File: src/rtl/fdc_pkg.sv
// Shared definitions for the FDC disk-side sequencer: word layouts, op codes, states.
package fdc_pkg;

  localparam int unsigned SR_W          = 32;
  localparam int unsigned CR_W          = 32;
  localparam int unsigned TRACK_W       = 7;
  localparam int unsigned SECTOR_W      = 8;

  // disk_sr field positions
  localparam int unsigned SR_SECTOR_LSB = 0;
  localparam int unsigned SR_TRACK_LSB  = 8;
  localparam int unsigned SR_HEAD       = 15;
  localparam int unsigned SR_ACK        = 16;
  localparam int unsigned SR_RD_LSB     = 17;
  localparam int unsigned SR_WR_LSB     = 20;
  localparam int unsigned SR_ID_LSB     = 22;
  localparam int unsigned SR_SK_LSB     = 24;

  // disk_cr field positions
  localparam int unsigned CR_ID_LSB     = 24;
  localparam int unsigned CR_INS_LSB    = 5;
  localparam int unsigned CR_DONE       = 4;
  localparam int unsigned CR_ERR        = 3;
  localparam int unsigned CR_SEEK_LSB   = 0;

  // Backend op encoding; OP_SEEK never reaches the backend.
  typedef enum logic [1:0] {
    OP_READ  = 2'd0,
    OP_WRITE = 2'd1,
    OP_RDID  = 2'd2,
    OP_SEEK  = 2'd3
  } op_e;

  typedef enum logic [2:0] {
    ST_IDLE     = 3'd0,
    ST_ISSUE    = 3'd1,
    ST_WAIT_RSP = 3'd2,
    ST_SEEK     = 3'd3,
    ST_DONE     = 3'd4,
    ST_WAIT_CLR = 3'd5
  } state_e;

  // Latched request as seen by the backend.
  typedef struct packed {
    op_e                 op;
    logic                drive;
    logic [TRACK_W-1:0]  track;
    logic                head;
    logic [SECTOR_W-1:0] sector;
  } req_t;

  // Request bit pair {drive1, drive0} belonging to an op.
  function automatic logic [1:0] req_pair(input logic [SR_W-1:0] sr, input op_e op);
    logic [1:0] pair;
    case (op)
      OP_READ:  pair = sr[SR_RD_LSB +: 2];
      OP_WRITE: pair = sr[SR_WR_LSB +: 2];
      OP_RDID:  pair = sr[SR_ID_LSB +: 2];
      default:  pair = sr[SR_SK_LSB +: 2];
    endcase
    return pair;
  endfunction

endpackage

File: src/rtl/fdc_step_timer.sv
// Per-step delay for seeks: one-cycle step pulse every STEP_CYCLES enabled cycles.
module fdc_step_timer
  import fdc_pkg::*;
#(
  parameter int unsigned STEP_CYCLES = 32000
) (
  input  logic clk,
  input  logic rst,
  input  logic en,
  output logic step_c
);

  localparam int unsigned    CNT_W  = (STEP_CYCLES > 1) ? $clog2(STEP_CYCLES) : 1;
  localparam logic [CNT_W-1:0] RELOAD = CNT_W'(STEP_CYCLES - 1);

  logic [CNT_W-1:0] cnt_q;

  // Down-counter: held at reload while disabled, reloads after each step.
  always_ff @(posedge clk) begin
    if (rst || !en || (cnt_q == '0)) cnt_q <= RELOAD;
    else                              cnt_q <= cnt_q - CNT_W'(1);
  end

  assign step_c = en && (cnt_q == '0);

endmodule

File: src/rtl/fdc_disk_sequencer.sv
// Turns the FDC disk_sr request word into single backend transactions or local
// seeks, and builds the disk_cr completion word.
module fdc_disk_sequencer
  import fdc_pkg::*;
#(
  parameter int unsigned STEP_CYCLES = 32000,
  parameter int unsigned MAX_TRACK   = 83
) (
  input  logic        clk,
  input  logic        rst,
  input  logic [31:0] disk_sr,
  output logic [31:0] disk_cr,
  input  logic [1:0]  disk_inserted,
  output logic        cmd_valid,
  input  logic        cmd_ready,
  output logic [1:0]  cmd_op,
  output logic        cmd_drive,
  output logic [6:0]  cmd_track,
  output logic        cmd_head,
  output logic [7:0]  cmd_sector,
  input  logic        rsp_valid,
  input  logic        rsp_error,
  input  logic [7:0]  rsp_id,
  output logic        busy
);

  state_e state_q, state_d;
  req_t   req_q, req_d;
  logic   err_lat_q, err_lat_d;
  logic [7:0] id_q, id_d;
  logic   done_q, done_d;
  logic   err_q, err_d;
  logic [1:0] seek_done_q, seek_done_d;
  logic   cmd_valid_q, cmd_valid_d;
  logic   busy_q;
  logic [1:0][TRACK_W-1:0] trk_q, trk_d;
  logic [1:0] ins_q;

  logic [1:0] rd_pair, wr_pair, id_pair, sk_pair;
  logic       req_any;
  op_e        pick_op;
  logic       pick_drv;
  logic [TRACK_W-1:0] cur_trk;
  logic       step_c;
  logic [CR_W-1:0] cr_w;
  logic       unused_sr;

  assign rd_pair = disk_sr[SR_RD_LSB +: 2];
  assign wr_pair = disk_sr[SR_WR_LSB +: 2];
  assign id_pair = disk_sr[SR_ID_LSB +: 2];
  assign sk_pair = disk_sr[SR_SK_LSB +: 2];
  assign cur_trk = trk_q[req_q.drive];

  // FDC ack and spare bits carry no meaning for the sequencer.
  assign unused_sr = ^{disk_sr[31:26], disk_sr[19], disk_sr[SR_ACK]};

  fdc_step_timer #(
    .STEP_CYCLES(STEP_CYCLES)
  ) u_step_timer (
    .clk    (clk),
    .rst    (rst),
    .en     (state_q == ST_SEEK),
    .step_c (step_c)
  );

  // Fixed-priority request pick: read > write > read-ID > seek, drive 0 first.
  always_comb begin
    req_any  = 1'b1;
    pick_op  = OP_READ;
    pick_drv = 1'b0;
    if (|rd_pair) begin
      pick_op  = OP_READ;
      pick_drv = ~rd_pair[0];
    end else if (|wr_pair) begin
      pick_op  = OP_WRITE;
      pick_drv = ~wr_pair[0];
    end else if (|id_pair) begin
      pick_op  = OP_RDID;
      pick_drv = ~id_pair[0];
    end else if (|sk_pair) begin
      pick_op  = OP_SEEK;
      pick_drv = ~sk_pair[0];
    end else begin
      req_any  = 1'b0;
    end
  end

  // Next-state and next-register values.
  always_comb begin
    state_d     = state_q;
    req_d       = req_q;
    err_lat_d   = err_lat_q;
    id_d        = id_q;
    done_d      = done_q;
    err_d       = err_q;
    seek_done_d = seek_done_q;
    cmd_valid_d = cmd_valid_q;
    trk_d       = trk_q;

    case (state_q)
      ST_IDLE: begin
        if (req_any) begin
          req_d.op     = pick_op;
          req_d.drive  = pick_drv;
          req_d.track  = disk_sr[SR_TRACK_LSB +: TRACK_W];
          req_d.head   = disk_sr[SR_HEAD];
          req_d.sector = disk_sr[SR_SECTOR_LSB +: SECTOR_W];
          err_lat_d    = 1'b0;
          if (pick_op == OP_SEEK) begin
            state_d = ST_SEEK;
          end else if (disk_inserted[pick_drv]) begin
            state_d = ST_ISSUE;
          end else begin
            err_lat_d = 1'b1;
            state_d   = ST_DONE;
          end
        end
      end

      ST_ISSUE: begin
        if (!cmd_valid_q) begin
          cmd_valid_d = 1'b1;
        end else if (cmd_ready) begin
          cmd_valid_d = 1'b0;
          state_d     = ST_WAIT_RSP;
        end
      end

      ST_WAIT_RSP: begin
        if (rsp_valid) begin
          err_lat_d = rsp_error;
          if (req_q.op == OP_RDID) id_d = rsp_id;
          state_d = ST_DONE;
        end
      end

      ST_SEEK: begin
        if ((32'(req_q.track) > MAX_TRACK) || !disk_inserted[req_q.drive]) begin
          err_lat_d = 1'b1;
          state_d   = ST_DONE;
        end else if (cur_trk == req_q.track) begin
          state_d = ST_DONE;
        end else if (step_c) begin
          trk_d[req_q.drive] = (req_q.track > cur_trk) ? cur_trk + 7'd1 : cur_trk - 7'd1;
        end
      end

      ST_DONE: begin
        err_d = err_lat_q;
        if (req_q.op == OP_SEEK) seek_done_d[req_q.drive] = 1'b1;
        else                     done_d = 1'b1;
        state_d = ST_WAIT_CLR;
      end

      ST_WAIT_CLR: begin
        if (req_pair(disk_sr, req_q.op) == 2'b00) begin
          done_d      = 1'b0;
          err_d       = 1'b0;
          seek_done_d = 2'b00;
          state_d     = ST_IDLE;
        end
      end

      default: state_d = ST_IDLE;
    endcase
  end

  // State register.
  always_ff @(posedge clk) begin
    if (rst) state_q <= ST_IDLE;
    else     state_q <= state_d;
  end

  // Datapath and output registers.
  always_ff @(posedge clk) begin
    if (rst) begin
      req_q       <= '0;
      err_lat_q   <= 1'b0;
      id_q        <= '0;
      done_q      <= 1'b0;
      err_q       <= 1'b0;
      seek_done_q <= 2'b00;
      cmd_valid_q <= 1'b0;
      busy_q      <= 1'b0;
      trk_q       <= '0;
    end else begin
      req_q       <= req_d;
      err_lat_q   <= err_lat_d;
      id_q        <= id_d;
      done_q      <= done_d;
      err_q       <= err_d;
      seek_done_q <= seek_done_d;
      cmd_valid_q <= cmd_valid_d;
      busy_q      <= (state_d != ST_IDLE);
      trk_q       <= trk_d;
    end
  end

  // Media-present bits follow disk_inserted every cycle, reset or not.
  always_ff @(posedge clk) begin
    ins_q <= disk_inserted;
  end

  // Completion word assembly from registered fields.
  always_comb begin
    cr_w                     = '0;
    cr_w[CR_ID_LSB +: 8]     = id_q;
    cr_w[CR_INS_LSB +: 2]    = ins_q;
    cr_w[CR_DONE]            = done_q;
    cr_w[CR_ERR]             = err_q;
    cr_w[CR_SEEK_LSB +: 2]   = seek_done_q;
  end

  assign disk_cr    = cr_w;
  assign cmd_valid  = cmd_valid_q;
  assign cmd_op     = req_q.op;
  assign cmd_drive  = req_q.drive;
  assign cmd_track  = req_q.track;
  assign cmd_head   = req_q.head;
  assign cmd_sector = req_q.sector;
  assign busy       = busy_q;

endmodule

File: config.mk
export PLATFORM = sky130hd
export DESIGN_NAME = fdc_disk_sequencer
export DESIGN_NICKNAME = d
export VERILOG_FILES = /design/src/rtl/fdc_pkg.sv /design/src/rtl/fdc_step_timer.sv /design/src/rtl/fdc_disk_sequencer.sv
export SDC_FILE = /design/constraint.sdc
export NUM_CORES = 1
export LEC_CHECK = 0
export BUFFER_PORTS_ARGS = -buffer_cell sky130_fd_sc_hd__buf_2
export CORE_MARGIN = 10
export CORE_UTILIZATION = 50
export DETAILED_ROUTE_END_ITERATION = 16
export GPL_TIMING_DRIVEN = 1
export PLACE_DENSITY = 0.83
export SLEW_MARGIN = 0
export SYNTH_ARGS = -nofsm -noshare
export SYNTH_HDL_FRONTEND = slang
export SYNTH_SLANG_ARGS = --single-unit
File: constraint.sdc
create_clock -name clk -period 4.6 [get_ports clk]
set_clock_uncertainty 0.05 [all_clocks]
set_input_delay 0.92 -clock clk [delete_from_list [all_inputs] [get_ports clk]]
set_output_delay 0.92 -clock clk [all_outputs]
set_load 0.1 [all_outputs]
==> impl_metrics.ini, run 1 <==
[sta]
period_minus_slack_ns = 3.851
finalSetupTns_ns = 0
fin_crit_sh_pct = 83.72
setup_viol = 0
hold_viol = 0
worst_hold_slack_ns = 0.3493
fmax_mhz = 259.7
rsz0062_at_grt = false
tightest_slew_ns = 0.8860
slew_viol_final = 0
worst_slack_ns = 0.7487
relSlewSlack_pct = 40.93

[yosys]
ys_seq_area_share_pct = 39.72
post_synth.cell_area_avg_um2 = 8.787
ys_types = 51
synth_top_cell_by_area = dfxtp_1
yosys.area_share.simple_pct = 21.29
synth-xor-area-share_pct = 4.345
synth-compound-area-share_pct = 12.45
synthesis.area_mm2 = 0.003427
ys_ff_latch = 68
yosys-mux-area-fraction_pct = 8.908
synth_top_family_by_area = simple AND/OR/NAND/NOR gates
synthCells = 390
synthAdderAreaFrac_pct = 5.696
yosys-top-cells-area = dfxtp_1, mux2i_1, nand2_1, ha_1, a21oi_1
ys_warn_count = 0
yosysTopAreaCellShare_pct = 39.72

[critical_path]
critPathLaunch = cmd_drive
slowest_stage = dfxtp_1
slowest_delay_ns = 0.77
crit_top_cell = ha_1
crit_family = compound AO/OA/AOI/OAI gates
rr_startpoint = cmd_drive
crit_path_cell_trace = mux2_2, ha_1, nand3b_1, a21boi_0, o21bai_1, a21o_1, ha_1, and3_1, a2111o_1, a21oi_1, xnor2_1, mux2i_1, nor2_1
cp-end-kind = flip-flop
worstPathRequired_ns = 4.75
startpoint_type = flip-flop
worstPathArrival_ns = 4.01
criticalPathCategory = flip-flop to flip-flop
crit_buf_inv = 0
cp_max_fo = 12

[clocking]
cts_tree = yes
cts_num_sinks = 68
htree_levels = 3
cts_root_buf = clkbuf_8
post_cts_buffers = 0
cts-resized-gates = 0
clock_latency_ns = 0.35
clock_path_buffers = 2
hold_buffers = 0
cts_buffers = 9
clk_pin_slew_worst_paths_ns = 0.07

[grt]
antenna_found_initial = 0
globalRouteOverflowTotal = 0
grt_pass1_vias = 2903
grt_first_pass_wirelength_mm = 13.31
grt.total_usage_pct = 15.88
grt_max_degree = 51

[final_layout]
area_growth_pct = 14.46
post-route-util_pct = 58.38
antenna_cells = 0
fin_nets = 520
drive_gt1_share_pct = 22.46

[detailed_routing]
vias_per_cell = 5.308
drc = 0
totalWireLength_mm = 8.029
ant_nets = 0
post_drt_wl_per_cell_um = 14.79
dr.pass1.iters = 4
vias = 2882
first_iter_violations = 82

[floorplanning]
die_w_um = 102.8
core_mm2 = 0.006719
die_h_um = 102.8
die_area_mm2 = 0.01057
rows = 30
io_pins = 100
start_util_pct = 51.01

[power_and_ir_drop]
pwr_density_cell_mw_per_mm2 = 440.8
fin_total_pwr_mw = 1.729
vdd_drop_max_v = 0.0002663
p_leak_nw = 1.809

[run_status]
outcome = finished clean

[min_path]
hp-class = flip-flop to flip-flop
holdCritStartpoint = u_step_timer.cnt_q[0]

[placed_design]
hpwl_mm = 6.150
globalplace.congestion = 0.9016
numPortBuffers = 73
dpl_worst_slack_ns = 0.7586

[job]
drv_cap = 0
[worst reg2reg max path, cell delays in order (launching register included)]
cell	delay, ns
dfxtp_1	0.77
mux2_2	0.48
ha_1	0.19
nand3b_1	0.15
a21boi_0	0.20
o21bai_1	0.10
a21o_1	0.30
ha_1	0.40
and3_1	0.18
a2111o_1	0.40
a21oi_1	0.19
xnor2_1	0.11
mux2i_1	0.14
nor2_1	0.06
[Yosys cell counts (all sizes together)]
library cell  number
mux4               1
a21boi             3
nand4b             1
or4b               1
nor3b              1
o21a               1
o21bai             4
a2111o             1
and2               2
nor2b              4
nand3              5
a21o               6
a211oi             3
o311ai             2
xor2               5
and3               2
dfxtp             68
nor3              14
ha                14
o211ai             1
o21ai              9
a21oi             33
mux2i             26
nor4               4
clkbuf            12
mux2               2
xnor2             12
a31oi              3
inv               12
nand4              1
nand2             58
a22oi              1
or3                8
nor2              39
buf               22
a41oi              2
o2bb2ai            1
fa                 1
nand3b             1
nand2b             1
or4                2
conb               1
[logic make-up (layout without fill, tap and decap cells)]
kind of cell / Yosys count / in the layout
other cells: 1 / 18
fa+ha+maj: 15 / 15
mux: 29 / 29
xor+xnor: 17 / 17
buf+inv: 46 / 102
flops: 68 / 68
simple gates: 144 / 144
compound gates: 70 / 70
[registers in the layout, indices dropped and copies added, names as in the netlist, 3 cells and up]
signal	flops
cmd_sector	8
id_q	8
u_step_timer.cnt_q	15
cmd_track	7
state_q	3
trk_q	14
[through the flow]
step                area [µm²]  instances
CTS                       3923        543
global placement          3752        527
floorplan                 3491        407
finish                    3923        543
global route              3923        543
detailed placement        3752        527
[layout make-up]
cell class,count,area (µm²)
Clock inverter,4,25.02
Timing Repair Buffer,74,372.9
Inverter,12,45.04
Clock buffer,12,145.1
Tap cell,80,100.1
Multi-Input combinational cell,293,1873
Sequential cell,68,1361
Fill cell,595,2796
[where the power goes]
part	total (mW)	leakage, nW	internal (mW)	switching [mW]
clock network	0.430	0.0824	0.209	0.221
registers	0.672	0.554	0.627	0.0452
logic	0.627	1.17	0.140	0.486
[cells in the final DEF (no fill, tap or decap), types with 12 or more instances in the layout]
master   instances
a21oi_1         33
conb_1          18
nor2_1          39
nand2_1         57
dfxtp_1         68
xnor2_1         12
ha_1            14
mux2i_1         26
buf_2           73
inv_1           12
[layer usage]
layer | part of all wire (%) | GRT usage [%] | vias to the layer above
li1 | - | - | 1443
met1 | 40 | 17.01 | 1338
met2 | 49 | 26.64 | 90
met3 | 9.7 | 8.043 | 11
met4 | 1.3 | 5.241 | 0
met5 | 0 | 0 | -
[worst paths after layout]
kind / to / slack [ns] / depth (start not counted)
min reg2reg: u_step_timer.cnt_q[0] / 0.35 / 1
max reg2reg: trk_q[5] / 0.75 / 13
min: u_step_timer.cnt_q[0] / 0.35 / 1
max: trk_q[5] / 0.75 / 13
Note: power is estimated with default switching activity, not from simulation.
==> run 2: changes to the inputs <==
--- a/config.mk
+++ b/config.mk
@@ -5,6 +5,7 @@
 export SDC_FILE = /design/constraint.sdc
 export NUM_CORES = 1
 export LEC_CHECK = 0
+export ABC_AREA = 1
 export BUFFER_PORTS_ARGS = -buffer_cell sky130_fd_sc_hd__buf_2
 export CORE_MARGIN = 10
 export CORE_UTILIZATION = 50
==> constraint.sdc (replaced) <==
create_clock -name clk -period 3.7 [get_ports clk]
set_clock_uncertainty 0.05 [all_clocks]
set_input_delay 0.74 -clock clk [delete_from_list [all_inputs] [get_ports clk]]
set_output_delay 0.74 -clock clk [all_outputs]
set_load 0.1 [all_outputs]
==> impl_metrics.ini, run 2 <==
[critical_path]
rr_startpoint = cmd_drive
r2r-end = trk_q[13]
critPathLaunch = cmd_drive
criticalPathCategory = flip-flop to flip-flop
rrSetupSlack_ns = 0.46
worstPathRequired_ns = 3.88
worstPathArrival_ns = 3.41
startpoint_type = flip-flop
cp_max_fo = 13
r2r_cells = 17
crit_end = trk_q[13]
cp-end-kind = flip-flop

[clocking]
htree_levels = 3
cts_num_sinks = 68
cts_root_buf = clkbuf_8
clock_path_buffers = 2
cts_buffers = 9
hold_buffers = 0
post_cts_buffers = 0
clock_latency_ns = 0.34
cts_tree = yes
clk_pin_slew_worst_paths_ns = 0.07
cts-resized-gates = 0

[floorplanning]
io_pins = 100
die_w_um = 103.8
start_util_pct = 51.66
core_mm2 = 0.006794
die_area_mm2 = 0.01077
rows = 30
die_h_um = 103.8

[detailed_routing]
ant_nets = 0
dr.pass1.iters = 4
first_iter_violations = 190
post_drt_wl_per_cell_um = 12.75
vias_per_cell = 4.879
drc = 0
totalWireLength_mm = 8.351
vias = 3196

[yosys]
synthArstFlopShare_pct = 0
synth_top_cell_by_area = dfxtp_1
ys_ff_latch = 68
yosysTopAreaCellShare_pct = 38.79
synth_top_cells_by_count = nor2_1, nand2_1, dfxtp_1
yosysMostFrequentCell = nor2_1
synth_flop_cell = dfxtp_1
synthesis.area_mm2 = 0.003510
ys_types = 44
post_synth.cell_area_avg_um2 = 7.281
synth_edf_count = 0
synthCells = 482
yosys-top-cells-area = dfxtp_1, nor2_1, nand2_1, o21ai_0, ha_1
ys_seq_area_share_pct = 38.79
ys_warn_count = 0

[sta]
period_minus_slack_ns = 3.236
worst_slack_ns = 0.4642
fin_crit_sh_pct = 87.45
relSlewSlack_pct = 29.65
setup_viol = 0
tightest_slew_ns = 1.054
hold_viol = 0
slew_viol_final = 0
finalSetupTns_ns = 0
fmax_mhz = 309.0
rsz0062_at_grt = false

[grt]
grt_first_pass_wirelength_mm = 14.04
grt_pass1_vias = 3198
grt_max_degree = 44
antenna_found_initial = 0
globalRouteOverflowTotal = 0
grt.total_usage_pct = 15.23

[power_and_ir_drop]
pwr_density_cell_mw_per_mm2 = 736.2
p_leak_nw = 2.069
vdd_drop_max_v = 0.0004863

[final_layout]
reg_top3 = u_step_timer.cnt_q (15), trk_q (14)
fin_nets = 616
layout_common_cells = nor2_1, nand2_1, buf_2
drive_gt1_share_pct = 20.57
area_growth_pct = 17.43
antenna_cells = 0
largest-register = u_step_timer.cnt_q
largest_reg_flops = 15
layout_commonest_cell = nor2_1

[min_path]
hp-class = flip-flop to flip-flop
holdCritStartpoint = u_step_timer.cnt_q[0]
holdPathStages = 1

[placed_design]
hpwl_mm = 6.452
globalplace.congestion = 0.7951
numPortBuffers = 73
dpl_worst_slack_ns = 0.5244

[run_status]
outcome = finished clean

[job]
drv_cap = 0
run 2: changes by cell type after synthesis, moves of 11 or more:
| cell | delta |
|---|---|
| inv_1 | +34 |
| mux2i_1 | -26 |
| nand2_1 | +22 |
| nand3_1 | +11 |
| nor2_1 | +49 |
| o21ai_0 | +45 |
run 2: cells by family after synthesis:
| family | after synthesis | synth area share [%] |
|---|---|---|
| AND/OR/NAND/NOR | 217 | 28.13 |
| AO/OA/AOI/OAI | 91 | 14.15 |
| buffers and inverters | 82 | 11.27 |
| flip-flops | 68 | 38.79 |
| adder cells (fa/ha/maj) | 15 | 5.562 |
| XOR/XNOR | 8 | 1.997 |
| other | 1 | 0.1068 |
run 2: final cells by class:
type | count | area (µm²)
tap | 96 | 120.1
clock inverter | 4 | 95.09
fill | 614 | 2673
clock buffer | 12 | 155.1
timing repair buffer | 75 | 380.4
multi-input combinational | 349 | 1817
sequential | 68 | 1361
inverter | 51 | 192.7
run 2: power breakdown:
part	leakage (nW)	switching, mW	total, mW	internal (mW)
Combinational	1.39	1.08	1.41	0.330
Sequential	0.556	0.0577	0.866	0.808
Clock	0.127	0.272	0.756	0.484
run 2: worst min-delay path by stage:
| stage | endpoint | slack, ns |
|---|---|---|
| 2_1_floorplan | u_step_timer.cnt_q[0] | 0.32 |
| 3_3_place_gp | u_step_timer.cnt_q[0] | 0.32 |
| 3_5_place_dp | u_step_timer.cnt_q[0] | 0.33 |
| 4_1_cts | u_step_timer.cnt_q[0] | 0.34 |
| 5_1_grt | u_step_timer.cnt_q[0] | 0.36 |
| 6_report | u_step_timer.cnt_q[0] | 0.34 |
run 2: metal layers:
metal | up-vias | wire, µm | track usage (%)
met4 | 0 | 140 | 6.561
met5 | - | 0 | 0
li1 | 1660 | - | -
met1 | 1403 | 3588 | 16.38
met2 | 116 | 3661 | 24.46
met3 | 17 | 961 | 7.993
run 2: worst max-delay path: stages, from the launching register on:
cell and delay [ns]:
dfxtp_1 0.38, buf_4 0.22, o21ai_0 0.17, ha_1 0.34, nand2_1 0.07, nor2_1 0.15, nand4_1 0.21, nand2_1 0.33
ha_1 0.31, a21oi_1 0.17, nand2_1 0.10, nand2_1 0.07, nand2_1 0.05, a21oi_1 0.15, nand3b_1 0.14, nand2_1 0.08
nor2_1 0.08, nor2_1 0.04
run 2: per-stage QoR:
stage	hold WS [ns]	instance area, µm²	utilization [%]	instances	power, mW
3_3_place_gp	0.3238	3871	56.98	639	2.244
3_5_place_dp	0.3269	3871	56.98	639	2.285
5_1_grt	0.3649	4121	60.66	655	3.211
4_1_cts	0.3438	4121	60.66	655	3.042
2_1_floorplan	0.3160	3573	-	499	2.062
6_report	0.3413	4121	60.66	655	3.034
==> run 3: changes to the inputs <==
--- a/config.mk
+++ b/config.mk
@@ -8,10 +8,10 @@
 export ABC_AREA = 1
 export BUFFER_PORTS_ARGS = -buffer_cell sky130_fd_sc_hd__buf_2
 export CORE_MARGIN = 10
-export CORE_UTILIZATION = 50
+export CORE_UTILIZATION = 52
 export DETAILED_ROUTE_END_ITERATION = 16
 export GPL_TIMING_DRIVEN = 1
-export PLACE_DENSITY = 0.83
+export PLACE_DENSITY = 0.86
 export SLEW_MARGIN = 0
 export SYNTH_ARGS = -nofsm -noshare
 export SYNTH_HDL_FRONTEND = slang
==> impl_metrics.ini, run 3 (synthesis gave the netlist of run 2 again) <==
[final_layout]
layout_common_cells = nor2_1, nand2_1, buf_2
fin_nets = 616
nFillCells = 579
largest_reg_flops = 15
drive_gt1_share_pct = 20.57
area_growth_pct = 15.79
largest-register = u_step_timer.cnt_q
reg_top3 = u_step_timer.cnt_q (15), trk_q (14)
layout_commonest_cell = nor2_1
fin_area_mm2 = 0.004064
antenna_cells = 0
fin_cells = 636

[clocking]
cts_tree = yes
post_cts_buffers = 0
cts_buffers = 9
cts-resized-gates = 0
clock_path_buffers = 2
cts_num_sinks = 68
hold_buffers = 0
clock_latency_ns = 0.36
clk_pin_slew_worst_paths_ns = 0.07
cts_root_buf = clkbuf_8
htree_levels = 3

[power_and_ir_drop]
p_leak_nw = 2.045
pwr_density_cell_mw_per_mm2 = 731.2
vdd_drop_max_v = 0.0005798

[placed_design]
hpwl_mm = 6.718
dpl_worst_slack_ns = 0.4407
place_area_mm2 = 0.003847
dp.cells = 620
numPortBuffers = 73
globalplace.congestion = 0.8506

[detailed_routing]
vias = 3317
vias_per_cell = 5.215
post_drt_wl_per_cell_um = 14.07
dr.pass1.iters = 6
ant_nets = 0
totalWireLength_mm = 8.947
drc = 0
first_iter_violations = 176

[grt]
grt.met2_usage_pct = 28.44
globalRouteOverflowTotal = 0
grt_first_pass_wirelength_mm = 14.49
grt_max_degree = 44
grt_pass1_vias = 3319
met3_usage_pct = 8.839
grt.total_usage_pct = 17.22
grtUsageMet1_pct = 18.24
busiest_layer = met2
antenna_found_initial = 0

[sta]
period_minus_slack_ns = 3.372
finalSetupTns_ns = 0
tightest_slew_ns = 1.109
setup_viol = 0
slew_viol_final = 0
worst_slack_ns = 0.3281
fin_crit_sh_pct = 91.13
hold_viol = 0
relSlewSlack_pct = 26.02
rsz0062_at_grt = false
fmax_mhz = 296.6

[floorplanning]
die_w_um = 102.2
start_util_pct = 54.34
rows = 29
io_pins = 100
core_mm2 = 0.006459
die_h_um = 102.2
die_area_mm2 = 0.01044

[critical_path]
startpoint_type = flip-flop
criticalPathCategory = flip-flop to flip-flop
worstPathArrival_ns = 3.56
r2r_cells = 17
cp-end-kind = flip-flop
cp_max_fo = 13
worstPathRequired_ns = 3.89

[min_path]
hp-class = flip-flop to flip-flop
holdPathStages = 1

[job]
drv_cap = 0

[run_status]
outcome = finished clean
## run 3: changes by cell type in the layout (fill, tap and decap cells not counted)
cell / previous run / this run
clkinvlp_4: 0 / 2
clkinv_4: 0 / 1
bufinv_16: 3 / 2
clkbuf_8: 11 / 9
## run 3: final cells by class
cell class	count	area, µm²	area share (%)
inverters	51	192.7	4.741
multi-input cells	349	1817	44.70
flip-flops and latches	68	1361	33.50
clock buffers	10	127.6	3.140
clock inverters	6	88.84	2.186
repair buffers	75	380.4	9.360
well taps	77	96.34	2.371
## run 3: power by group
part / internal (mW) / switching (mW) / total (mW)
clock network: 0.379 / 0.293 / 0.672
registers: 0.808 / 0.0590 / 0.867
logic: 0.331 / 1.10 / 1.43
total: 1.52 / 1.45 / 2.97
## run 3: worst max-delay path, stage by stage (launching register included)
cell      delay [ns]
dfxtp_1         0.40
buf_4           0.22
o21ai_0         0.18
ha_1            0.35
nand2_1         0.07
nor2_1          0.16
nand4_1         0.24
nand2_1         0.34
ha_1            0.31
a21oi_1         0.19
nand2_1         0.11
nand2_1         0.07
nand2_1         0.05
a21oi_1         0.15
nand3b_1        0.14
nand2_1         0.08
nor2_1          0.09
nor2_1          0.05
## run 3: per-layer routing
layer	vias up	share of wire, %
li1	1662	-
met1	1509	41
met2	129	47
met3	17	11
met4	0	2.0
met5	-	0
## run 3: worst paths after layout
check                             start                     to  slack (ns)
setup / recovery              cmd_drive               trk_q[6]        0.33
hold reg to reg   u_step_timer.cnt_q[0]  u_step_timer.cnt_q[0]        0.35
hold / removal    u_step_timer.cnt_q[0]  u_step_timer.cnt_q[0]        0.35
setup reg to reg              cmd_drive               trk_q[6]        0.33
## run 3: per-stage QoR
stage / total power [mW] / hold WS, ns / util, %
4_1_cts: 2.968 / 0.3497 / 62.92
6_report: 2.971 / 0.3492 / 62.92
2_1_floorplan: 2.062 / 0.3160 / -
3_3_place_gp: 2.244 / 0.3247 / 59.57
3_5_place_dp: 2.290 / 0.3314 / 59.57
5_1_grt: 3.132 / 0.3632 / 62.92
